===== src/rtl/clk_div_fsk.sv =====
// ---------------------------------------------------------------------------
// clk_div_fsk
//
// Run-time programmable clock divider for the FSK transmit path. Produces a
// near-50% duty divided clock whose period is one of two programmed divisors,
// chosen per period by the symbol bit `sel`. Divisor and symbol are captured
// only at a period boundary (the load point), so out_clk never glitches when
// the tone changes.
//
// Parameters:
//   CNT_W    width of the divisors and of the period counter
//   DIV_MIN  smallest legal divisor; smaller programmed values are clamped up
//
// Ports:
//   clk       system clock
//   rst       asynchronous reset, active-high
//   en        run enable, sampled on every clk edge
//   sel       FSK symbol (0 -> div0, 1 -> div1), sampled at each load point
//   div0      period of tone 0 in clk cycles
//   div1      period of tone 1 in clk cycles
//   out_clk   registered divided clock
//   per_strb  one-cycle pulse registered together with each out_clk rise
//   cur_sel   symbol whose divisor is currently in effect
//
// Handshake: there is no valid/ready pair; en is a level-sensitive run
// enable. en=1 at an edge advances the divider, en=0 at an edge stops it
// abruptly and returns it to IDLE.
// ---------------------------------------------------------------------------
module clk_div_fsk #(
    parameter int CNT_W   = 16,
    parameter int DIV_MIN = 2
) (
    input  logic             clk,
    input  logic             rst,
    input  logic             en,
    input  logic             sel,
    input  logic [CNT_W-1:0] div0,
    input  logic [CNT_W-1:0] div1,
    output logic             out_clk,
    output logic             per_strb,
    output logic             cur_sel
);

    typedef enum logic {
        IDLE = 1'b0,
        RUN  = 1'b1
    } state_t;

    localparam logic [CNT_W-1:0] DMIN = CNT_W'(DIV_MIN);
    localparam logic [CNT_W-1:0] ONE  = CNT_W'(1);

    state_t           state, state_nxt;
    logic [CNT_W-1:0] cnt, cnt_nxt;
    logic [CNT_W-1:0] d_act, d_act_nxt;
    logic             out_clk_nxt, per_strb_nxt, cur_sel_nxt;

    logic [CNT_W-1:0] d_sel;
    logic [CNT_W-1:0] d_new;
    logic [CNT_W-1:0] half;
    logic [CNT_W-1:0] last;

    // Divisor that would be loaded at this edge, clamped to the legal minimum.
    assign d_sel = sel ? div1 : div0;
    assign d_new = (d_sel < DMIN) ? DMIN : d_sel;

    // High phase is ceil(D/2) so odd divisors put the extra cycle high.
    // Written as D - D/2 so it cannot overflow at the maximum divisor.
    assign half = d_act - (d_act >> 1);
    // d_act >= DIV_MIN >= 2 always, so this never underflows.
    assign last = d_act - ONE;

    always_ff @(posedge clk or posedge rst) begin
        if (rst) begin
            state    <= IDLE;
            cnt      <= '0;
            d_act    <= DMIN;
            out_clk  <= 1'b0;
            per_strb <= 1'b0;
            cur_sel  <= 1'b0;
        end else begin
            state    <= state_nxt;
            cnt      <= cnt_nxt;
            d_act    <= d_act_nxt;
            out_clk  <= out_clk_nxt;
            per_strb <= per_strb_nxt;
            cur_sel  <= cur_sel_nxt;
        end
    end

    always_comb begin
        // Default: return everything to its reset value (IDLE with en=0, or
        // the abrupt stop from RUN when en drops).
        state_nxt    = IDLE;
        cnt_nxt      = '0;
        d_act_nxt    = DMIN;
        out_clk_nxt  = 1'b0;
        per_strb_nxt = 1'b0;
        cur_sel_nxt  = 1'b0;

        case (state)
            IDLE: begin
                if (en) begin
                    // Initial load point; out_clk rises on the following edge.
                    state_nxt   = RUN;
                    d_act_nxt   = d_new;
                    cur_sel_nxt = sel;
                end
            end
            RUN: begin
                if (en) begin
                    state_nxt   = RUN;
                    d_act_nxt   = d_act;
                    cur_sel_nxt = cur_sel;
                    out_clk_nxt = out_clk;

                    if (cnt == '0) begin
                        out_clk_nxt  = 1'b1;
                        per_strb_nxt = 1'b1;
                    end
                    // half >= 1, so this never collides with the cnt==0 rise.
                    if (cnt == half) begin
                        out_clk_nxt = 1'b0;
                    end

                    // Load point: the only place a new tone is accepted.
                    // For D=2 this coincides with the falling edge above.
                    if (cnt == last) begin
                        cnt_nxt     = '0;
                        d_act_nxt   = d_new;
                        cur_sel_nxt = sel;
                    end else begin
                        cnt_nxt = cnt + ONE;
                    end
                end
            end
            default: begin
                state_nxt = IDLE;
            end
        endcase
    end

endmodule


===== config.mk =====
export PLATFORM = sky130hd
export DESIGN_NAME = clk_div_fsk
export DESIGN_NICKNAME = d
export VERILOG_FILES = /design/src/rtl/clk_div_fsk.sv
export SDC_FILE = /design/constraint.sdc
export NUM_CORES = 1
export LEC_CHECK = 0
export ABC_AREA = 1
export CORE_UTILIZATION = 65
export CTS_BUF_LIST = sky130_fd_sc_hd__clkbuf_4
export DETAILED_ROUTE_END_ITERATION = 8
export DONT_BUFFER_PORTS = 1
export GPL_TIMING_DRIVEN = 0
export PLACE_DENSITY_LB_ADDON = 0.25
export SLEW_MARGIN = 25
export SYNTH_ARGS = -nofsm -noshare
export SYNTH_HDL_FRONTEND = slang
export SYNTH_SLANG_ARGS = --single-unit

===== constraint.sdc =====
create_clock -name clk -period 3.9 [get_ports clk]
set_input_delay 0.78 -clock clk [delete_from_list [all_inputs] [get_ports clk]]
set_output_delay 0.78 -clock clk [all_outputs]
set_load 0.05 [all_outputs]

Word level (Yosys, flattened, before mapping). Cells that the tools add are included.

$add $sub $neg: 3. Order comparisons: 1. Equality and inequality tests: 4. Multiplexer cells: 21. Bitwise operators: 1. Reduce and logical (&&, ||, !) cells: 1.

Operator list (count): $mux 16 (8); $eq 16x16->1 (2); $pmux 16 s2 (1); $add 16x1->16 const B (1); $logic_not 16->1 (1); $lt 16x2->1 const B (1); $sub 16x1->16 const B (1); $sub 16x15->16 (1); $mux 1 (11); $ne 4x2->1 const B (1); $ne 3x2->1 const B (1); $pmux 1 s2 (1); $not 1->1 (1).

Bits in registers: 36. Output and inout bits: 3.

Depth between registers and ports, before layout. Gate-level depths: netlist (run 1).

Depth after elaboration: 6. Gate-level depth with buffers: 18. Gate-level depth less buffers: 18.

Least setup slack after synthesis (run 1). No wires, ideal clock.

Path type: reg-to-reg. Start: register d_act[0]. End: register out_clk. Arrival time: 1.981 ns. Required time: 3.787 ns. Slack: 1.806 ns. Stages on the path, launching flop included: 16. Period minus slack after synthesis: 2.094 ns. Cells stage by stage: dfrtp_1 > inv_1 > ha_1 > fa_1 > xor2_1 > nand2_1 > nor2_1 > nand2_1 > nor2_1 > nand2_1 > nor2_1 > nand3_1 > nor2_1 > nand3_1 > nand2_1 > inv_1.

Cells in the longest elaborated chain, start to end: 5. Elaborated cells between the ends (all ways): 6. Classes of those cells: add/sub (1); eq/ne (2); mux (3).

Ends and longest elaborated chain: start, declared (line 54) `logic [CNT_W-1:0] d_act, d_act_nxt;`; start signal, assigned (line 83) `d_act <= d_act_nxt;`; $sub 16x15->16 (*) (line 68) `assign half = d_act - (d_act >> 1);`; $eq 16x16->1 (*) (line 121) `if (cnt == half) begin`; $mux 1 (line 121); $mux 1 (line 110) `if (en) begin`; $mux 1 (line 100) `case (state)`; end signal, assigned (line 84) `out_clk <= out_clk_nxt;`; end, declared (line 39) `output logic out_clk,`.

Mark *: on every way between the ends. The rest lies on a longest branch, timed or not. A chain may end at the register's enable or synchronous reset.

Worst setup path after layout (run 1). Ends and elaborated chain as after synthesis.

==> flow_summary.json, run 1 <==
{
  "drc": 0,
  "critPathRequiredTime_ns": 4.13,
  "cts.reportedPaths.clkPinSlew_ns": 0.10,
  "drt-total-wl_mm": 8.62,
  "post_layout_min_period_ns": 2.65,
  "critPathLaunchType": "flop",
  "number_of_primary_i_o_pins": 39,
  "worst-slew-pin-transition_ns": 0.700,
  "cts.hold.buffers_added": 0,
  "tritoncts_num_sinks": 36,
  "chipWidth_um": 78.8,
  "drive_gt1_frac": 0.0395,
  "timing.final.setup_violations": 0,
  "fp.coreArea_um2": 5610,
  "design.final.nets": 678,
  "floorplan.initialDensity": 0.684,
  "routedWlPerCell_um": 12.7,
  "report.final.slew_viol_count": 0,
  "p_switching_w": 0.000462,
  "endpoint_type_of_the_worst_setup_path": "flop",
  "leakagePower_nw": 2.20,
  "ys_seq_elements": 36,
  "layout.area.seq_um2": 902,
  "rows": 27,
  "die_h_um": 78.8,
  "syn-cell-area_um2": 3840,
  "maxCapViolCount": 0,
  "synth.avg_cell_area_um2": 6.39,
  "worst_ir_drop_vdd_v": 0.000331,
  "leading_cell_types_in_the_layout_fill_and_taps_excluded": "sky130_fd_sc_hd__nand2_1 (167), sky130_fd_sc_hd__inv_1 (105), sky130_fd_sc_hd__nor2_1 (71)",
  "arrival_ns": 2.88,
  "antenna_violating_nets_left": 0,
  "timing_worst_setup_path_type": "flop to flop",
  "cts-root-buf": "sky130_fd_sc_hd__clkbuf_4",
  "finalCritPeriodShare": 0.679,
  "syn2layout_area_growth_pct": 3.82,
  "finClkSkew_ns": 0.00751,
  "achievable_clock_frequency_mhz": 378,
  "via_count_of_the_first_global_routing_pass": 3518,
  "slack_of_the_critical_path_ns": 1.25,
  "cts_resized": 0,
  "cts_buffer_depth": 2,
  "detailed_place_hpwl_mm": 7.19,
  "die_area_um2": 6210,
  "max-slew-margin-rel": 0.533,
  "layout_commonest_cell": "sky130_fd_sc_hd__nand2_1",
  "number_of_i_o_port_buffers": 0,
  "initialDrtViolationCount": 169,
  "multi_input_comb_area_um2": 2470,
  "switch_share": 0.412,
  "place_congestion": 0.913,
  "vias": 3683,
  "cp_max_fo": 5,
  "clock_latency_ns": 0.33,
  "fill_cells": 490,
  "htreeDepth": 2,
  "synthCells": 600,
  "grt_max_degree": 37,
  "synth-seq-area-share": 0.235,
  "setup_tns_ns": 0,
  "hold_class": "input pin to async pin",
  "yosysUniqueCellTypes": 32,
  "intPower_w": 0.000660,
  "status": "finished, final reports clean",
  "cts_post_setup_buffers_inserted": 0,
  "post_dr_vias_cell": 5.42,
  "dp_slack_ns": 1.31,
  "cts_tree": "built",
  "antenna_found_initial": 0,
  "number_of_hold_slack_violations_in_the_final_timing_report": 0,
  "layout.cell_area.non_filler_um2": 3980,
  "yosys_warnings": 0,
  "power.share.sequential": 0.380,
  "clockPowerShare": 0.175,
  "total_grt_usage": 0.301,
  "drtPass1Iterations": 4,
  "number_of_cts_inserted_buffers": 5,
  "grt_pass1_wl_mm": 14.7,
  "pwr-share-comb": 0.445,
  "p_per_area_nw_per_um2": 282,
  "post_synthesis_net_count": 671,
  "rsz0062_at_grt": "false",
  "placedInstanceArea_um2": 3930,
  "diodes": 0,
  "global_route.overflow_total": 0
}
layout make-up:
cell class | count | share of cell area
inverters | 106 | 0.0999
multi-input cells | 447 | 0.621
flip-flops and latches | 36 | 0.227
plain buffers | 11 | 0.0154
well taps | 72 | 0.0226
clock buffers | 7 | 0.0132
clock inverters | 1 | 0.000943
power by group through the flow:
stage / Combinational (W) / Clock (W) / Sequential, W
after global routing: 0.000577 / 0.000216 / 0.000428
final: 0.000500 / 0.000196 / 0.000426
after detailed placement: 0.000491 / 0 / 0.000433
after global placement: 0.000473 / 0 / 0.000431
after floorplan: 0.000404 / 0 / 0.000423
after CTS: 0.000496 / 0.000199 / 0.000425
per-layer routing:
layer	vias up	track usage	part of all wire
li1	1883	-	-
met1	1675	0.363	0.45
met2	100	0.545	0.48
met3	25	0.0218	0.032
met4	0	0.140	0.034
met5	-	0	0
critical path: stages (launching register included):
cell	delay [ns]
sky130_fd_sc_hd__dfrtp_1	0.45
sky130_fd_sc_hd__inv_1	0.15
sky130_fd_sc_hd__ha_1	0.23
sky130_fd_sc_hd__fa_1	0.51
sky130_fd_sc_hd__xor2_1	0.15
sky130_fd_sc_hd__nand2_1	0.07
sky130_fd_sc_hd__nor2_1	0.13
sky130_fd_sc_hd__nand2_1	0.08
sky130_fd_sc_hd__nor2_1	0.12
sky130_fd_sc_hd__nand2_1	0.06
sky130_fd_sc_hd__nor2_1	0.12
sky130_fd_sc_hd__nand3_1	0.09
sky130_fd_sc_hd__nor2_1	0.11
sky130_fd_sc_hd__nand3_1	0.14
sky130_fd_sc_hd__nand2_1	0.09
sky130_fd_sc_hd__inv_1	0.04
cells by family (layout without fill, tap and decap cells):
| group | Yosys count | count (layout) | synth area share |
|---|---|---|---|
| AO/OA/AOI/OAI | 36 | 36 | 0.0506 |
| buffers and inverters | 117 | 125 | 0.120 |
| multiplexers | 11 | 11 | 0.0290 |
| adder cells (fa/ha/maj) | 35 | 35 | 0.116 |
| XOR/XNOR | 38 | 38 | 0.0868 |
| AND/OR/NAND/NOR | 327 | 327 | 0.363 |
| flip-flops | 36 | 36 | 0.235 |
synth_stat cells:
cell type / number / share of area
sky130_fd_sc_hd__nor2_1: 71 / 0.069
sky130_fd_sc_hd__o21ai_0: 18 / 0.023
sky130_fd_sc_hd__nand2_1: 167 / 0.16
sky130_fd_sc_hd__ha_1: 34 / 0.11
sky130_fd_sc_hd__buf_1: 2 / 0.0020
sky130_fd_sc_hd__nand3_1: 55 / 0.072
sky130_fd_sc_hd__buf_4: 2 / 0.0039
sky130_fd_sc_hd__a21o_1: 2 / 0.0039
sky130_fd_sc_hd__nand2_2: 2 / 0.0033
sky130_fd_sc_hd__a21oi_1: 11 / 0.014
sky130_fd_sc_hd__o21bai_1: 1 / 0.0020
sky130_fd_sc_hd__nor3_1: 5 / 0.0065
sky130_fd_sc_hd__mux2_2: 1 / 0.0029
sky130_fd_sc_hd__nand4_1: 15 / 0.024
sky130_fd_sc_hd__buf_2: 4 / 0.0052
sky130_fd_sc_hd__a21boi_0: 1 / 0.0020
sky130_fd_sc_hd__clkbuf_1: 2 / 0.0020
sky130_fd_sc_hd__or2_2: 2 / 0.0033
sky130_fd_sc_hd__buf_6: 1 / 0.0029
sky130_fd_sc_hd__mux2i_1: 10 / 0.026
sky130_fd_sc_hd__nor2_4: 1 / 0.0029
sky130_fd_sc_hd__nand3b_1: 4 / 0.0078
sky130_fd_sc_hd__inv_1: 106 / 0.10
sky130_fd_sc_hd__nor2_2: 1 / 0.0016
sky130_fd_sc_hd__dfrtp_1: 35 / 0.23
sky130_fd_sc_hd__a31oi_1: 3 / 0.0049
sky130_fd_sc_hd__xnor2_1: 12 / 0.027
sky130_fd_sc_hd__xor2_1: 26 / 0.059
sky130_fd_sc_hd__nor4_1: 3 / 0.0049
sky130_fd_sc_hd__fa_1: 1 / 0.0052
sky130_fd_sc_hd__nor3b_2: 1 / 0.0033
sky130_fd_sc_hd__dfstp_2: 1 / 0.0069
through the flow:
stage                     power, W  instances   util  hold slack (ns)
after global routing       0.00122        680  0.710            0.451
after detailed placement  0.000923        672  0.700            0.532
after global placement    0.000904        672  0.700            0.522
final                      0.00112        680  0.710            0.425
after floorplan           0.000827        600      -            0.492
after CTS                  0.00112        680  0.710            0.448
final timing paths:
path | depth (start not counted) | start | slack [ns] | to
setup / recovery | 15 | d_act[0] | 1.25 | out_clk
hold / removal | 1 | rst | 0.43 | per_strb
setup reg to reg | 15 | d_act[0] | 1.25 | out_clk
hold reg to reg | 2 | d_act[1] | 0.55 | d_act[1]
max in group asynchronous | 1 | rst | 3.02 | cur_sel
min in group clk | 0 | en | 0.47 | state
flip-flops by register name, indices dropped and copies added, names as in the netlist:
register  flops
cnt          16
d_act        16
cur_sel       1
out_clk       1
per_strb      1
state         1
(Power assumes the default switching activity.)
==> run 2, diff against run 1 <==
Clock period 3.9 ns to 2.7 ns, I/O delays scaled along.
==> flow_summary.json, run 2 (same netlist as run 1, synthesis figures left out) <==
{
  "status": "finished, final reports clean",
  "drive_gt1_frac": 0.0556,
  "hold_class": "input pin to async pin",
  "via_count_of_the_first_global_routing_pass": 3518,
  "worst_ir_drop_vdd_v": 0.000476,
  "htreeDepth": 2,
  "timing_worst_setup_path_type": "flop to flop",
  "total_power_w": 0.00164,
  "global_route.overflow_total": 0,
  "report.final.slew_viol_count": 0,
  "cts_buffer_depth": 2,
  "maxCapViolCount": 0,
  "arrival_ns": 2.69,
  "power.share.sequential": 0.376,
  "fp.coreArea_um2": 5610,
  "leakagePower_nw": 2.21,
  "setup_tns_ns": 0,
  "critPathLaunchType": "flop",
  "switch_share": 0.413,
  "leading_cell_types_in_the_layout_fill_and_taps_excluded": "sky130_fd_sc_hd__nand2_1 (167), sky130_fd_sc_hd__inv_1 (104), sky130_fd_sc_hd__nor2_1 (67)",
  "cts.hold.buffers_added": 0,
  "finalCritPeriodShare": 0.907,
  "die_area_um2": 6210,
  "antenna_violating_nets_left": 0,
  "routedWlPerCell_um": 12.7,
  "layout_commonest_cell": "sky130_fd_sc_hd__nand2_1",
  "rsz0062_at_grt": "false",
  "antenna_found_initial": 0,
  "clockPowerShare": 0.173,
  "initialDrtViolationCount": 164,
  "grt_max_degree": 37,
  "detailed_place_hpwl_mm": 7.19,
  "number_of_hold_slack_violations_in_the_final_timing_report": 0,
  "critPathRequiredTime_ns": 2.94,
  "p_per_area_nw_per_um2": 407,
  "cts.reportedPaths.clkPinSlew_ns": 0.10,
  "intPower_w": 0.000959,
  "pwr-share-comb": 0.451,
  "number_of_i_o_port_buffers": 0,
  "total_grt_usage": 0.301,
  "vias": 3688,
  "number_of_cts_inserted_buffers": 5,
  "p_switching_w": 0.000676,
  "max-slew-margin-rel": 0.531,
  "post_dr_vias_cell": 5.40,
  "grt_pass1_wl_mm": 14.7,
  "fin_util": 0.717,
  "number_of_primary_i_o_pins": 39,
  "drt-total-wl_mm": 8.64,
  "syn2layout_area_growth_pct": 4.83,
  "finClkSkew_ns": 0.00770,
  "drc": 0,
  "endpoint_type_of_the_worst_setup_path": "flop",
  "worst-slew-pin-transition_ns": 0.702,
  "drtPass1Iterations": 4,
  "clock_latency_ns": 0.34,
  "die_h_um": 78.8,
  "design.final.nets": 681,
  "cp_max_fo": 4,
  "cts-root-buf": "sky130_fd_sc_hd__clkbuf_4",
  "dpl.cell_count": 672,
  "post_layout_min_period_ns": 2.45,
  "place_congestion": 0.913,
  "rows": 27,
  "floorplan.initialDensity": 0.684,
  "chipWidth_um": 78.8,
  "diodes": 0,
  "achievable_clock_frequency_mhz": 408,
  "cts_tree": "built",
  "instances_no_fill": 683,
  "layout_top_registers": "cnt x16, d_act x16",
  "tritoncts_num_sinks": 36,
  "timing.final.setup_violations": 0
}
-- run 2: cell types whose count changed in the layout (fill, tap and decap cells not counted), sizes merged --
cell	change
buf	+3
-- run 2: what timing repair did --
action	CTS	global route
resized for setup	0	7
setup endpoints to repair	0	1
setup buffers	0	3
-- run 2: per-layer routing --
metal  up-vias  wire [um]  GRT usage
li1       1888          -          -
met3        26        343     0.0218
met4         0        295      0.140
met2       112       4170      0.545
met5         -          0          0
met1      1662       3830      0.363
-- run 2: cell type report --
| type | instances | area, um^2 |
|---|---|---|
| Multi-Input combinational cell | 447 | 2490 |
| Fill cell | 483 | 1590 |
| Sequential cell | 36 | 903 |
| Inverter | 106 | 398 |
| Tap cell | 72 | 90.1 |
| Buffer | 11 | 61.3 |
| Clock buffer | 7 | 52.6 |
| Timing Repair Buffer | 3 | 22.5 |
| Clock inverter | 1 | 3.75 |
-- run 2: critical path: stages (launching register included) --
cell,delay (ns)
sky130_fd_sc_hd__dfstp_2,0.57
sky130_fd_sc_hd__inv_1,0.10
sky130_fd_sc_hd__fa_1,0.58
sky130_fd_sc_hd__xor2_1,0.15
sky130_fd_sc_hd__nand2_1,0.08
sky130_fd_sc_hd__nor2_2,0.12
sky130_fd_sc_hd__nand2_1,0.08
sky130_fd_sc_hd__nor2_2,0.09
sky130_fd_sc_hd__nand2_1,0.06
sky130_fd_sc_hd__nor2_2,0.09
sky130_fd_sc_hd__nand3_1,0.09
sky130_fd_sc_hd__nor2_2,0.12
sky130_fd_sc_hd__nand3_2,0.10
sky130_fd_sc_hd__nand2_1,0.07
sky130_fd_sc_hd__inv_1,0.04
-- run 2: path summary, 6_finish.rpt --
path	cells after the start	slack [ns]	start	end
worst max-delay path	14	0.25	d_act[1]	out_clk
worst min-delay path	1	0.18	rst	per_strb
worst max register to register	14	0.25	d_act[1]	out_clk
worst min register to register	2	0.53	d_act[1]	d_act[1]
max in group asynchronous	1	2.01	rst	d_act[0]
min in group clk	0	0.23	en	state
-- run 2: per-stage QoR --
step           instance area [um^2]  setup WS, ns  hold slack [ns]
2_1_floorplan                  3840         0.606            0.492
3_3_place_gp                   3930         0.143            0.522
3_5_place_dp                   3930         0.108            0.532
4_1_cts                        3980        0.0823            0.208
5_1_grt                        4020        0.0399            0.211
6_report                       4020         0.251            0.185
-- run 2: power by group through the flow --
stage	Combinational [W]	Clock, W	Sequential (W)
5_1_grt	0.000848	0.000312	0.000618
4_1_cts	0.000716	0.000287	0.000614
3_5_place_dp	0.000709	0	0.000625
6_report	0.000738	0.000282	0.000615
2_1_floorplan	0.000584	0	0.000611
3_3_place_gp	0.000684	0	0.000623
